## src/rtl/filter_stream_src.sv

```systemverilog
// ----------------------------------------------------------------------------
// filter_stream_src
//
// Purpose:
//   Job sequencer that feeds a downstream filter. On a start request it pulses
//   po_start_c_load, streams pi_filt_ord+1 coefficient words from the
//   coefficient memory, then streams pi_num_samples words from the sample
//   memory, and finishes with a one-cycle po_done pulse. Each word is fetched
//   (read enable), captured (memory has 1-cycle read latency) and presented
//   on a valid/ready stream, so one word moves every three cycles at best.
//
//   Coefficient addressing restarts at 0 for every job. The sample address is
//   a ring pointer that continues from where the previous job stopped and
//   wraps from SMP_DEPTH-1 to 0; only reset returns it to 0.
//
// Optional feature (macro FILTER_SRC_LDDONE_WAIT_EN):
//   defined   : after the last coefficient the sequencer waits for pi_lddone.
//               If pi_err is high with pi_lddone, the job aborts with po_err.
//   undefined : the wait lasts one cycle and pi_lddone/pi_err are ignored.
//
// Ports:
//   pi_clk, pi_sreset        clock, synchronous active-high reset
//   pi_start                 job request (sampled only while idle)
//   pi_filt_ord[9:0]         filter order, coefficient count = order+1
//   pi_num_samples[15:0]     number of samples to stream
//   pi_tready                downstream ready
//   pi_lddone, pi_err        filter coefficient-load done / load error
//   po_coef_ren/addr,
//   pi_coef_data             coefficient memory read port
//   po_smp_ren/addr,
//   pi_smp_data              sample memory read port
//   po_tdata/tvalid/tlast    output stream
//   po_start_c_load          one-cycle pulse at job start
//   po_busy                  high whenever not idle
//   po_done                  one-cycle job-complete pulse
//   po_err                   sticky error, cleared by the next accepted start
// ----------------------------------------------------------------------------
module filter_stream_src #(
    parameter  int DATA_WIDTH = 24,
    parameter  int COEF_DEPTH = 512,
    parameter  int SMP_DEPTH  = 1024,
    localparam int COEF_AW    = $clog2(COEF_DEPTH),
    localparam int SMP_AW     = $clog2(SMP_DEPTH)
) (
    input  logic                  pi_clk,
    input  logic                  pi_sreset,
    input  logic                  pi_start,
    input  logic [9:0]            pi_filt_ord,
    input  logic [15:0]           pi_num_samples,
    input  logic                  pi_tready,
    input  logic                  pi_lddone,
    input  logic                  pi_err,
    output logic                  po_coef_ren,
    output logic [COEF_AW-1:0]    po_coef_addr,
    input  logic [DATA_WIDTH-1:0] pi_coef_data,
    output logic                  po_smp_ren,
    output logic [SMP_AW-1:0]     po_smp_addr,
    input  logic [DATA_WIDTH-1:0] pi_smp_data,
    output logic [DATA_WIDTH-1:0] po_tdata,
    output logic                  po_tvalid,
    output logic                  po_tlast,
    output logic                  po_start_c_load,
    output logic                  po_busy,
    output logic                  po_done,
    output logic                  po_err
);

    typedef enum logic [3:0] {
        IDLE, START, C_FETCH, C_CAPT, C_SEND,
        LD_WAIT, S_FETCH, S_CAPT, S_SEND, DONE
    } state_t;

    state_t                r_state;
    logic [9:0]            r_filt_ord;
    logic [15:0]           r_num_smp;
    logic [15:0]           r_smp_cnt;
    logic [COEF_AW-1:0]    r_coef_addr;
    logic [SMP_AW-1:0]     r_smp_addr;
    logic                  r_coef_ren;
    logic                  r_smp_ren;
    logic [DATA_WIDTH-1:0] r_tdata;
    logic                  r_tvalid;
    logic                  r_tlast;
    logic                  r_start_c_load;
    logic                  r_busy;
    logic                  r_done;
    logic                  r_err;

    logic w_ord_ok;
    logic w_job_ok;
    logic w_coef_last;
    logic w_smp_last;
    logic w_smp_wrap;

    // An order of COEF_DEPTH or more would index past the coefficient memory.
    assign w_ord_ok    = (32'(pi_filt_ord) < COEF_DEPTH);
    assign w_job_ok    = w_ord_ok && (pi_num_samples != 16'd0);
    assign w_coef_last = (32'(r_coef_addr) == 32'(r_filt_ord));
    // r_num_smp is never zero inside a job, so the subtraction cannot wrap.
    assign w_smp_last  = (r_smp_cnt == (r_num_smp - 16'd1));
    assign w_smp_wrap  = (r_smp_addr == SMP_AW'(SMP_DEPTH - 1));

`ifndef FILTER_SRC_LDDONE_WAIT_EN
    logic w_unused_ld;
    assign w_unused_ld = pi_lddone | pi_err;
`endif

    always_ff @(posedge pi_clk) begin
        if (pi_sreset) begin
            r_state        <= IDLE;
            r_filt_ord     <= '0;
            r_num_smp      <= '0;
            r_smp_cnt      <= '0;
            r_coef_addr    <= '0;
            r_smp_addr     <= '0;
            r_coef_ren     <= 1'b0;
            r_smp_ren      <= 1'b0;
            r_tdata        <= '0;
            r_tvalid       <= 1'b0;
            r_tlast        <= 1'b0;
            r_start_c_load <= 1'b0;
            r_busy         <= 1'b0;
            r_done         <= 1'b0;
            r_err          <= 1'b0;
        end else begin
            case (r_state)
                IDLE: begin
                    if (pi_start) begin
                        r_busy <= 1'b1;
                        if (w_job_ok) begin
                            r_state        <= START;
                            r_err          <= 1'b0;
                            r_filt_ord     <= pi_filt_ord;
                            r_num_smp      <= pi_num_samples;
                            r_coef_addr    <= '0;
                            r_smp_cnt      <= '0;
                            r_start_c_load <= 1'b1;
                        end else begin
                            r_state <= DONE;
                            r_err   <= 1'b1;
                            r_done  <= 1'b1;
                        end
                    end
                end
                START: begin
                    r_start_c_load <= 1'b0;
                    r_coef_ren     <= 1'b1;
                    r_state        <= C_FETCH;
                end
                C_FETCH: begin
                    r_coef_ren <= 1'b0;
                    r_state    <= C_CAPT;
                end
                C_CAPT: begin
                    r_tdata  <= pi_coef_data;
                    r_tvalid <= 1'b1;
                    r_tlast  <= w_coef_last;
                    r_state  <= C_SEND;
                end
                C_SEND: begin
                    if (pi_tready) begin
                        r_tvalid    <= 1'b0;
                        r_tlast     <= 1'b0;
                        r_coef_addr <= r_coef_addr + 1'b1;
                        if (r_tlast) begin
                            r_state <= LD_WAIT;
                        end else begin
                            r_coef_ren <= 1'b1;
                            r_state    <= C_FETCH;
                        end
                    end
                end
                LD_WAIT: begin
`ifdef FILTER_SRC_LDDONE_WAIT_EN
                    if (pi_lddone) begin
                        if (pi_err) begin
                            r_state <= DONE;
                            r_err   <= 1'b1;
                            r_done  <= 1'b1;
                        end else begin
                            r_smp_ren <= 1'b1;
                            r_state   <= S_FETCH;
                        end
                    end
`else
                    r_smp_ren <= 1'b1;
                    r_state   <= S_FETCH;
`endif
                end
                S_FETCH: begin
                    r_smp_ren <= 1'b0;
                    r_state   <= S_CAPT;
                end
                S_CAPT: begin
                    r_tdata  <= pi_smp_data;
                    r_tvalid <= 1'b1;
                    r_tlast  <= w_smp_last;
                    r_state  <= S_SEND;
                end
                S_SEND: begin
                    if (pi_tready) begin
                        r_tvalid   <= 1'b0;
                        r_tlast    <= 1'b0;
                        r_smp_cnt  <= r_smp_cnt + 16'd1;
                        r_smp_addr <= w_smp_wrap ? '0 : r_smp_addr + 1'b1;
                        if (r_tlast) begin
                            r_state <= DONE;
                            r_done  <= 1'b1;
                        end else begin
                            r_smp_ren <= 1'b1;
                            r_state   <= S_FETCH;
                        end
                    end
                end
                DONE: begin
                    r_done  <= 1'b0;
                    r_busy  <= 1'b0;
                    r_state <= IDLE;
                end
                default: begin
                    r_state <= IDLE;
                end
            endcase
        end
    end

    assign po_coef_ren     = r_coef_ren;
    assign po_coef_addr    = r_coef_addr;
    assign po_smp_ren      = r_smp_ren;
    assign po_smp_addr     = r_smp_addr;
    assign po_tdata        = r_tdata;
    assign po_tvalid       = r_tvalid;
    assign po_tlast        = r_tlast;
    assign po_start_c_load = r_start_c_load;
    assign po_busy         = r_busy;
    assign po_done         = r_done;
    assign po_err          = r_err;

endmodule

```

## config.mk

```make
export PLATFORM = sky130hd
export DESIGN_NAME = filter_stream_src
export DESIGN_NICKNAME = d
export VERILOG_FILES = /design/src/rtl/filter_stream_src.sv
export SDC_FILE = /design/constraint.sdc
export NUM_CORES = 1
export LEC_CHECK = 0
export BUFFER_PORTS_ARGS = -buffer_cell sky130_fd_sc_hd__buf_2
export CORE_UTILIZATION = 30
export CTS_CLUSTER_DIAMETER = 150
export DETAILED_ROUTE_END_ITERATION = 12
export PLACE_DENSITY_LB_ADDON = 0.2
export SYNTH_ARGS = -nofsm -noshare
export SYNTH_HDL_FRONTEND = slang
export SYNTH_SLANG_ARGS = --single-unit
```

## constraint.sdc

```tcl
create_clock -name pi_clk -period 2.3 [get_ports pi_clk]
set_input_delay 0.23 -clock pi_clk [delete_from_list [all_inputs] [get_ports pi_clk]]
set_output_delay 0.23 -clock pi_clk [all_outputs]
set_load 0.005 [all_outputs]
```

==> metrics.md, run 1 <==
| Metric | Value |
|---|---|
| Outcome | `finished, final reports clean` |
| Clock Sinks | `97` |
| Clock power share | `0.292` |
| Flop pwr share | `0.368` |
| Final Hold Vio Count | `0` |
| DR vias/cell | `4.85` |
| Setup TNS | `0 ps` |
| Slew HR | `0.600` |
| Placed inst area | `5690 µm²` |
| Pin count of the biggest net entering global routing | `36` |
| Initial Util | `0.310` |
| Pint | `3720 µW` |
| Via Count | `4332` |
| Mapped cell area | `4750 µm²` |
| Filler cells | `1580` |
| Core ar. | `15300 µm²` |
| Port Buffers | `128` |
| Rows | `45` |
| Avg Cell Area, Syn | `8.70 µm²` |
| Clock buffer count from CTS | `9` |
| Synth-to-layout area growth | `26.9%` |
| Crit path required time | `2530 ps` |
| Max-Cap Viols | `0` |
| Peak supply drop | `0.000428 V` |
| Drt first pass iters | `4` |
| Critical Path Fanout Max | `12` |
| Antenna violations before repair | `0` |
| First-pass GRT wire length | `20800 µm` |
| Crit-path most repeated cell | `nor2_1` |
| Vias in the first global route | `4120` |
| Clock transition at the registers of the reported paths | `70 ps` |
| Total Routing Usage GR | `0.162` |
| Sw Ratio | `0.334` |
| Antenna violation net count after detailed routing | `0` |
| Post-DP HPWL | `9810 µm` |
| Flop2flop setup slack | `250 ps` |
| Seq cells post-synth | `97` |
| RSZ-0062 raised after global routing | `no` |
| Setup violators final | `0` |
| Post-CTS Setup Inserts | `0` |
| Leakage power | `0.00256 µW` |
| Pins Over Slew Limit | `0` |
| Worst skew pair latency | `350 ps` |
| Longest Clk Path Bufs | `2` |
| # IOs | `131` |
| Die W | `128 µm` |
| Routed WL | `13000 µm` |
| Die Area | `16300 µm²` |
| Fin nets | `762` |
| Cells after synthesis | `546` |
| Fraction of layout cells with a size suffix above 1 | `0.264` |
| Fin crit period | `2050 ps` |
| Clock skew | `9.46 ps` |
| Root Buffer | `clkbuf_16` |
| Fmax | `487 MHz` |
| Sequential area share after synthesis | `0.409` |
| Sw Pwr | `1870 µW` |
| FF/Latch Area | `1940 µm²` |
| Worst EP arrival | `2290 ps` |
| Antenna cells | `0` |
| Maximum level of the CTS H-tree | `3` |
| Total grt overflow | `0` |
| DRT iter0 DRCs | `215` |
| CTS tree | `yes` |
| Worst Max-Slew Pin Slew | `599 ps` |
| Routed wire length per instance | `14.5 µm` |
| Die H | `128 µm` |
| Critical Path Start Type | `flop` |
| Pwr Density | `928 nW/µm²` |
| Ys flop type | `dfxtp_1` |
| Period utilization | `0.893` |
| Gate power share | `0.339` |
| RePlAce Congestion | `0.801` |
| Cell variety after synth | `61` |
| Ys async rst share | `0` |
| Multi-input gate area | `2610 µm²` |
| Crit-path cells | `nor4b_4, and2_1, nand3_1, nor2_1, a21o_1, nor2_1` |
| YS warnings | `0` |
| Drt drc | `0` |
| Synthesized Nets | `630` |
| EDFF count, synth | `0` |
| Hold Path Class | `in -> reg` |
| CP Capture Type | `flop` |
| Final Instance Area | `6020 µm²` |
| Delay of the slowest critical-path stage | `470 ps` |
| Crit path kind | `reg -> reg` |
| Critical Path Slowest Stage Cell | `dfxtp_1` |
[sequential cells by signal (all words and copies together), names as in the netlist]
signal and count:
po_err 1, po_done 1, r_num_smp 16, po_tlast 1
po_start_c_load 1, po_coef_addr 9, po_tvalid 1, r_state 4
r_filt_ord 10, po_smp_ren 1, r_smp_cnt 16, po_tdata 24
po_smp_addr 10, po_busy 1, po_coef_ren 1
[cells in the mapped netlist, drive strengths merged, types with 2 or more instances]
cell    count  share of area
nand2b      4         0.0053
xor2       22          0.041
nand3      41          0.044
nand2      23          0.019
o21ai       8         0.0084
nor3       10          0.012
nor4b       2         0.0082
nand4       9          0.012
nor2b       3         0.0040
dfxtp      97           0.41
or3         6         0.0079
nand3b      4         0.0063
nor4       15          0.024
xnor2      37          0.068
a21o        3         0.0063
a22oi      24          0.038
and3        3         0.0040
and2        3         0.0040
a31oi       7         0.0092
nor2       78          0.062
or2         2         0.0026
mux2i      28          0.059
buf        15          0.021
o21a        3         0.0047
a21oi      41          0.043
a211oi      5         0.0079
ha          4          0.011
clkbuf     16          0.013
inv        12         0.0095
[power groups by stage]
| stage | sequential [µW] | clock, µW | combinational, µW |
|---|---|---|---|
| floorplan | 2020 | 0 | 1390 |
| global placement | 2090 | 0 | 1860 |
| detailed placement | 2100 | 0 | 1880 |
| CTS | 2060 | 1690 | 1890 |
| global route | 2090 | 1760 | 2110 |
| finish | 2060 | 1630 | 1900 |
[metal layers]
| layer | part of all wire | vias up | global-route usage |
|---|---|---|---|
| met5 | 0 | - | 0 |
| met4 | 0.011 | 0 | 0.0443 |
| li1 | - | 2206 | - |
| met2 | 0.48 | 75 | 0.266 |
| met3 | 0.040 | 8 | 0.0459 |
| met1 | 0.47 | 2043 | 0.208 |
[critical path: cells and delay by family, from the launching register on]
family	cells	cell delay, ps
flops	1	470
compound gates	1	250
simple gates	5	1230
[layout by cell type (no fill, tap or decap), drive strengths merged, types with 4 or more instances in the layout]
cell | synthesis | layout
buf | 15 | 152
dfxtp | 97 | 97
nor2 | 78 | 78
a21oi | 41 | 41
nand3 | 41 | 41
xnor2 | 37 | 37
mux2i | 28 | 28
a22oi | 24 | 24
nand2 | 23 | 23
xor2 | 22 | 22
nor4 | 15 | 15
inv | 12 | 13
nor3 | 10 | 10
clkbuf | 16 | 10
nand4 | 9 | 9
o21ai | 8 | 8
a31oi | 7 | 7
or3 | 6 | 6
a211oi | 5 | 5
nand2b | 4 | 4
nand3b | 4 | 4
ha | 4 | 4
[worst paths after layout]
kind                        from             end  depth (start not counted)
setup / recovery      r_state[0]  po_smp_addr[3]                          6
hold / removal    pi_filt_ord[7]   r_filt_ord[7]                          3
setup reg to reg      r_state[0]  po_smp_addr[3]                          6
hold reg to reg    r_filt_ord[9]   r_filt_ord[9]                          2
[per-stage QoR]
step           hold slack (ps)  setup slack, ps  std cells  total power [µW]   util
2_1_floorplan              374              542        546              3410      -
3_3_place_gp               429              222        878              3950  0.371
3_5_place_dp               432              183        878              3980  0.371
4_1_cts                   96.0              152        894              5650  0.393
5_1_grt                    117             64.4        894              5950  0.393
6_report                   113              247        894              5590  0.393
[cell families (layout without fill, tap and decap cells)]
| logic type | after synthesis | in the layout | share of synthesized area |
|---|---|---|---|
| AND/OR/NAND/NOR | 209 | 209 | 0.225 |
| AO/OA/AOI/OAI | 104 | 104 | 0.141 |
| flip-flops | 97 | 97 | 0.409 |
| XOR/XNOR | 59 | 59 | 0.109 |
| buffers and inverters | 44 | 181 | 0.0437 |
| multiplexers | 29 | 29 | 0.0614 |
| adder cells (fa/ha/maj) | 4 | 4 | 0.0105 |
[timing repair]
item                                    CTS  global route
endpoints found under the setup margin    0             1
hold buffers                              0             0
resized for setup                         0             1
[cell type report]
| type | count | area share |
|---|---|---|
| clock buffer | 10 | 0.0397 |
| tap | 211 | 0.0438 |
| timing repair buffer | 152 | 0.138 |
| sequential | 97 | 0.323 |
| multi-input combinational | 405 | 0.432 |
| inverter | 13 | 0.00810 |
| clock inverter | 6 | 0.0150 |
Power figures use the tool's default switching activity.
==> run 2, diff against run 1 <==
--- a/config.mk
+++ b/config.mk
@@ -6,7 +6,7 @@
 export NUM_CORES = 1
 export LEC_CHECK = 0
 export BUFFER_PORTS_ARGS = -buffer_cell sky130_fd_sc_hd__buf_2
-export CORE_UTILIZATION = 30
+export CORE_UTILIZATION = 45
 export CTS_CLUSTER_DIAMETER = 150
 export DETAILED_ROUTE_END_ITERATION = 12
 export PLACE_DENSITY_LB_ADDON = 0.2
==> run 2 against run 1 <==
  * Highest routed layer unchanged
  * Maximum frequency decreased by 1.3%
  * First-iteration DRC count is 20% higher
  * Critical endpoint is now po_tlast
  * Worst hold slack got worse by 34 ps
  * Cell count fell by 9.2%
  * Die area down 33%
  * Via count grew 1.8%
  * Clock-buffer cell count rose by 1
  * Register-to-register slack got worse by 30 ps
==> metrics.md, run 2 (synthesis gave the netlist of run 1 again) <==
| Metric | Value |
|---|---|
| Die W | `105 µm (-18%)` |
| RSZ-0062 raised after global routing | `no` |
| # IOs | `131 (unchanged)` |
| RePlAce Congestion | `0.840 (+4.9%)` |
| Peak supply drop | `0.000401 V (-6.5%)` |
| Critical Path Start Type | `flop` |
| Max-Cap Viols | `0 (unchanged)` |
| Filler cells | `1000 (-37%)` |
| Period utilization | `0.905 (+0.0121)` |
| Drt drc | `0 (unchanged)` |
| Root Buffer | `clkbuf_8` |
| Delay of the slowest critical-path stage | `440 ps (-30 ps)` |
| Antenna violation net count after detailed routing | `0 (unchanged)` |
| DR vias/cell | `5.43 (+12%)` |
| Worst EP arrival | `2400 ps (+110 ps)` |
| Critical Path Fanout Max | `5 (-7)` |
| Core ar. | `10300 µm² (-33%)` |
| Post-DP HPWL | `8790 µm (-10%)` |
| Via Count | `4411 (+1.8%)` |
| Synth-to-layout area growth | `20.7%` |
| First-pass GRT wire length | `19600 µm (-5.7%)` |
| Die H | `105 µm (-18%)` |
| Final Hold Vio Count | `0 (unchanged)` |
| Clock skew | `15.4 ps (+5.94 ps)` |
| Longest Clk Path Bufs | `2 (unchanged)` |
| Drt first pass iters | `4 (unchanged)` |
| Hold Path Class | `in -> reg` |
| Worst Max-Slew Pin Slew | `570 ps (-29.1 ps)` |
| Met2 Track Usage GR | `0.368 (+0.101)` |
| Crit path kind | `reg -> reg` |
| RR Endpoint | `po_tlast` |
| Placed inst area | `5540 µm² (-2.6%)` |
| Slew HR | `0.615 (+0.0144)` |
| Fraction of layout cells with a size suffix above 1 | `0.256 (-0.00763)` |
| Number of hold buffers added after CTS | `0 (unchanged)` |
| Crit-path cells | `inv_1, ha_1, nor4b_2, buf_4, and4b_1, nor3_1, a31oi_1, nor4_2, a21o_1` |
| Start of the worst register-to-register path | `r_num_smp[0]` |
| Total grt overflow | `0 (unchanged)` |
| Vias in the first global route | `4131 (+0.27%)` |
| Post-CTS Setup Inserts | `0 (unchanged)` |
| Fin nets | `755 (-0.92%)` |
| Clock buffer count from CTS | `9 (unchanged)` |
| Final Instance Area | `5730 µm² (-4.9%)` |
| Outcome | `finished, final reports clean` |
| Pins Over Slew Limit | `0 (unchanged)` |
| DRT iter0 DRCs | `259 (+20%)` |
| Post-layout util | `0.557 (+0.164)` |
| Reg2Reg Depth | `9 (+3)` |
| Setup TNS | `0 ps (unchanged)` |
| Antenna violations before repair | `0 (unchanged)` |
| Grt met1 use | `0.278 (+0.0692)` |
| Setup violators final | `0 (unchanged)` |
| Flop2flop setup slack | `220 ps (-30 ps)` |
| HP Start | `pi_filt_ord[3]` |
| Most common cell after layout, fill and taps aside | `buf_2` |
| Clock transition at the registers of the reported paths | `90 ps (+20 ps)` |
| Min-Delay Path Depth | `3 (unchanged)` |
| Leakage power | `0.00246 µW (-4.1%)` |
| Critical Path Slowest Stage Cell | `dfxtp_1` |
| Maximum level of the CTS H-tree | `3 (unchanged)` |
| Initial Util | `0.462 (+0.152)` |
| Total Routing Usage GR | `0.224 (+0.0615)` |
| Crit path required time | `2620 ps (+90 ps)` |
| Max FFs per register | `24 (unchanged)` |
| Clock Sinks | `97 (unchanged)` |
| CP Capture Type | `flop` |
| Worst Hold End | `r_filt_ord[3]` |
| Fin crit period | `2080 ps (+27.9 ps)` |
| Most frequent cells in the layout | `buf_2 (128), dfxtp_1 (97), nor2_1 (78)` |
| Routed WL | `12000 µm (-7.7%)` |
| Antenna cells | `0 (unchanged)` |
| Rows | `37 (-18%)` |
| Die Area | `11000 µm² (-33%)` |
| Pwr Density | `863 nW/µm² (-7.0%)` |
| Gr busiest metal | `met2` |
| Port Buffers | `128 (unchanged)` |
| Pin count of the biggest net entering global routing | `44 (+22%)` |
| Routed wire length per instance | `14.7 µm (+1.7%)` |
| Fmax | `480 MHz (-1.3%)` |
| CTS tree | `yes` |
| Pwr Total | `4940 µW (-12%)` |
| GR Layer Usage met3 | `0.0412 (-0.00474)` |
| Worst skew pair latency | `380 ps (+30 ps)` |
==> run 2: cell count changes in the layout (fill, tap and decap cells not counted), sizes merged <==
cell	delta
buf	-7
bufinv	-2
clkbuf	+1
clkinv	+1
clkinvlp	+1
inv	-1
==> run 2: worst max-delay path by stage <==
stage	from	end	slack [ps]	cells past startpoint
after floorplan	r_state[2]	r_smp_cnt[13]	540	8
after global placement	pi_num_samples[10]	po_coef_addr[8]	250	9
after detailed placement	r_num_smp[0]	po_tlast	170	9
after CTS	r_num_smp[0]	po_tlast	150	9
after global routing	r_num_smp[0]	po_tlast	60	9
final	r_num_smp[0]	po_tlast	220	9
==> run 2: timing repair <==
item                                    CTS  global route
gates resized for setup                   0             2
endpoints found under the setup margin    0             2
endpoints found under the hold margin     0             0
==> run 2: metrics by stage <==
step                cells  hold slack (ps)  worst slack, ps
finish                812             78.9              219
global route          812             72.6             63.6
CTS                   812             62.3              149
detailed placement    796              446              171
global placement      796              438              253
floorplan             546              374              542
==> run 2: critical path, delay by kind of cell (launching register included) <==
family,cells,cell delay [ps]
adder cells (fa/ha/maj),1,240
AO/OA/AOI/OAI,2,260
buffers and inverters,2,230
AND/OR/NAND/NOR,4,840
flip-flops,1,440
==> run 2: cell type report <==
cell class / instances / area (µm²) / share of cell area
Multi-Input combinational cell: 405 / 2610 / 0.455
Inverter: 13 / 48.8 / 0.00852
Sequential cell: 97 / 1940 / 0.339
Clock inverter: 5 / 30.0 / 0.00524
Tap cell: 136 / 170 / 0.0297
Timing Repair Buffer: 145 / 781 / 0.136
Clock buffer: 11 / 151 / 0.0264
==> run 2: power by group <==
part / leakage, µW / switching (µW) / internal, µW / total, µW
logic: 0.00158 / 975 / 859 / 1830
registers: 0.000785 / 217 / 1850 / 2070
clock network: 0.0000911 / 595 / 446 / 1040
==> run 2: routing by layer <==
| metal | share of wire | up-vias |
|---|---|---|
| met5 | 0 | - |
| met4 | 0.028 | 0 |
| met3 | 0.041 | 25 |
| met2 | 0.48 | 101 |
| met1 | 0.45 | 2093 |
| li1 | - | 2192 |
==> run 3, diff against run 2 <==
==> constraint.sdc (replaced) <==
create_clock -name pi_clk -period 2.5 [get_ports pi_clk]
set_input_delay 0.25 -clock pi_clk [delete_from_list [all_inputs] [get_ports pi_clk]]
set_output_delay 0.25 -clock pi_clk [all_outputs]
set_load 0.005 [all_outputs]
==> run 3 against run 2 <==
  * Global-route usage down 0.73 points
  * Worst hold slack improved by 46 ps
  * Sequential power shrank 9%
  * Flip-flop and latch count is the same
==> metrics.md, run 3 (synthesis gave the netlist of run 1 again) <==
| Metric | Value |
|---|---|
| Critical Path Start Type | `flop` |
| Routed wire length per instance | `14.6 µm (-1.1%)` |
| Peak supply drop | `0.000486 V (+21%)` |
| Setup violators final | `0 (unchanged)` |
| Core ar. | `10300 µm² (unchanged)` |
| Gr busiest metal | `met2` |
| Clock transition at the registers of the reported paths | `90 ps (about the same)` |
| Start of the worst register-to-register path | `r_state[2]` |
| Setup TNS | `0 ps (unchanged)` |
| Antenna violation net count after detailed routing | `0 (unchanged)` |
| Sw Ratio | `0.362 (+0.000573)` |
| Die Area | `11000 µm² (unchanged)` |
| Critical Path Fanout Max | `37 (+32)` |
| RePlAce Congestion | `0.852 (+1.4%)` |
| Fmax | `435 MHz (-9.4%)` |
| Routed WL | `11800 µm (-1.7%)` |
| Filler cells | `992 (-0.80%)` |
| Gate power share | `0.370 (about the same)` |
| Delay-heaviest family, CP | `buffers and inverters` |
| Die H | `105 µm (unchanged)` |
| Drt first pass iters | `4 (unchanged)` |
| Clock skew | `13.7 ps (-1.69 ps)` |
| RR Endpoint | `po_coef_addr[8]` |
| Number of hold buffers added after CTS | `0 (unchanged)` |
| Vias in the first global route | `4204 (+1.8%)` |
| Post_cts resized | `0 (unchanged)` |
| Pint | `2840 µW (-10%)` |
| # IOs | `131 (unchanged)` |
| Crit-path cells | `buf_4, a211oi_1, nand3_2, o2111ai_1, buf_4, nor4_1, xnor2_1, nor2_1` |
| Max-Cap Viols | `0 (unchanged)` |
| Worst Hold End | `r_filt_ord[6]` |
| Longest Clk Path Bufs | `2 (unchanged)` |
| CP Capture Type | `flop` |
| Root Buffer | `clkbuf_8` |
| Worst Max-Slew Pin Slew | `660 ps (+90.2 ps)` |
| Delay of the slowest critical-path stage | `520 ps (+80 ps)` |
| RSZ-0062 raised after global routing | `no` |
| Pwr Total | `4450 µW (-10%)` |
| Clock power share | `0.205 (-0.006)` |
| First-pass GRT wire length | `19500 µm (-0.46%)` |
| Antenna cells | `0 (unchanged)` |
| Clock buffer count from CTS | `9 (unchanged)` |
| Clock Sinks | `97 (unchanged)` |
| Initial Util | `0.462 (unchanged)` |
| CTS tree | `yes` |
| DRT iter0 DRCs | `194 (-25%)` |
| Post-layout util | `0.553 (-0.00414)` |
| Leakage power | `0.00243 µW (-1.2%)` |
| Drt drc | `0 (unchanged)` |
| Max FFs per register | `24 (unchanged)` |
| Met2 Track Usage GR | `0.361 (-0.00615)` |
| Total grt overflow | `0 (unchanged)` |
| Grt met1 use | `0.280 (+0.00289)` |
| GR Layer Usage met3 | `0.0306 (-0.0106)` |
| Bufs and invs on worst path | `2 (unchanged)` |
| Crit path required time | `2750 ps (+130 ps)` |
| Via Count | `4403 (-0.18%)` |
| Fraction of layout cells with a size suffix above 1 | `0.247 (-0.00853)` |
| Worst EP arrival | `2550 ps (+150 ps)` |
| Maximum level of the CTS H-tree | `3 (unchanged)` |
| Slew HR | `0.554 (-0.0609)` |
| Crit path from | `r_state[2]` |
| Crit-path most repeated cell | `buf_4` |
| Die W | `105 µm (unchanged)` |
| Sw Pwr | `1610 µW (-9.8%)` |
| Most frequent cells in the layout | `buf_2 (128), dfxtp_1 (97), nor2_1 (78)` |
| Hold Path Class | `in -> reg` |
| Final Hold Vio Count | `0 (unchanged)` |
| Pins Over Slew Limit | `0 (unchanged)` |
| Flop2flop setup slack | `200 ps (-20 ps)` |
| Post-DP HPWL | `8810 µm (+0.27%)` |
| Critical Path Slowest Stage Cell | `dfxtp_1` |
| Fin nets | `752 (-0.40%)` |
| Fin crit period | `2300 ps (+216 ps)` |
| WHS | `125 ps (+45.9 ps)` |
| Period utilization | `0.919 (+0.0141)` |
| Synth-to-layout area growth | `19.8%` |
| Pin count of the biggest net entering global routing | `44 (unchanged)` |
| Port Buffers | `128 (unchanged)` |
| HP Start | `pi_filt_ord[6]` |
| Outcome | `finished, final reports clean` |
| Min-Delay Path Depth | `3 (unchanged)` |
| Crit path kind | `reg -> reg` |
| Antenna violations before repair | `0 (unchanged)` |
| Rows | `37 (unchanged)` |
| Total Routing Usage GR | `0.217 (-0.00726)` |
| Reg2Reg Depth | `8 (-1)` |
| Post-CTS Setup Inserts | `0 (unchanged)` |
| Worst skew pair latency | `360 ps (-20 ps)` |
| Most common cell after layout, fill and taps aside | `buf_2` |
| Pwr Density | `782 nW/µm² (-9.3%)` |
| Flop pwr share | `0.426 (+0.008)` |
| DR vias/cell | `5.46 (+0.44%)` |
## run 3: cell types whose count changed in the layout (fill, tap and decap cells not counted), sizes merged
cell / previous run / this run
clkbuf: 11 / 10
clkinv: 4 / 2
clkinvlp: 2 / 3
buf: 145 / 142
## run 3: worst reg2reg max path: stages, from the launching register on
cell and delay (ps):
dfxtp_1 520, buf_4 440, a211oi_1 180, nand3_2 140
o2111ai_1 120, buf_4 200, nor4_1 380, xnor2_1 170
nor2_1 50
## run 3: power groups by stage
stage	combinational [µW]	clock [µW]	sequential, µW
finish	1640	911	1890
global route	1820	1010	1920
CTS	1650	932	1890
detailed placement	1640	0	1930
global placement	1610	0	1920
floorplan	1280	0	1850
## run 3: final cells by class
| cell class | count | area [µm²] | share of cell area |
|---|---|---|---|
| sequential | 97 | 1940 | 0.341 |
| clock inverter | 4 | 31.3 | 0.00550 |
| timing repair buffer | 142 | 758 | 0.133 |
| clock buffer | 10 | 138 | 0.0242 |
| multi-input combinational | 405 | 2600 | 0.457 |
| tap | 136 | 170 | 0.0299 |
| inverter | 13 | 48.8 | 0.00858 |
## run 3: routing by layer
layer / up-vias / part of all wire / routed length [µm]
met5: - / 0 / 0
met3: 23 / 0.042 / 490
met1: 2095 / 0.46 / 5370
met4: 0 / 0.022 / 255
met2: 108 / 0.48 / 5650
li1: 2177 / - / -
## run 3: worst max-delay path by stage
| stage | slack [ps] | to | cells after the start |
|---|---|---|---|
| global placement | 290 | po_coef_addr[8] | 8 |
| finish | 200 | po_coef_addr[8] | 8 |
| detailed placement | 220 | po_coef_addr[8] | 8 |
| global route | 70 | po_coef_addr[6] | 8 |
| CTS | 220 | po_coef_addr[8] | 8 |
| floorplan | 740 | r_smp_cnt[13] | 8 |
## run 3: through the flow
stage | std cells | instance area, µm² | setup WS, ps
finish | 807 | 5690 | 202
global route | 807 | 5690 | 71.9
CTS | 807 | 5690 | 220
detailed placement | 793 | 5520 | 222
global placement | 793 | 5520 | 295
floorplan | 546 | 4750 | 742
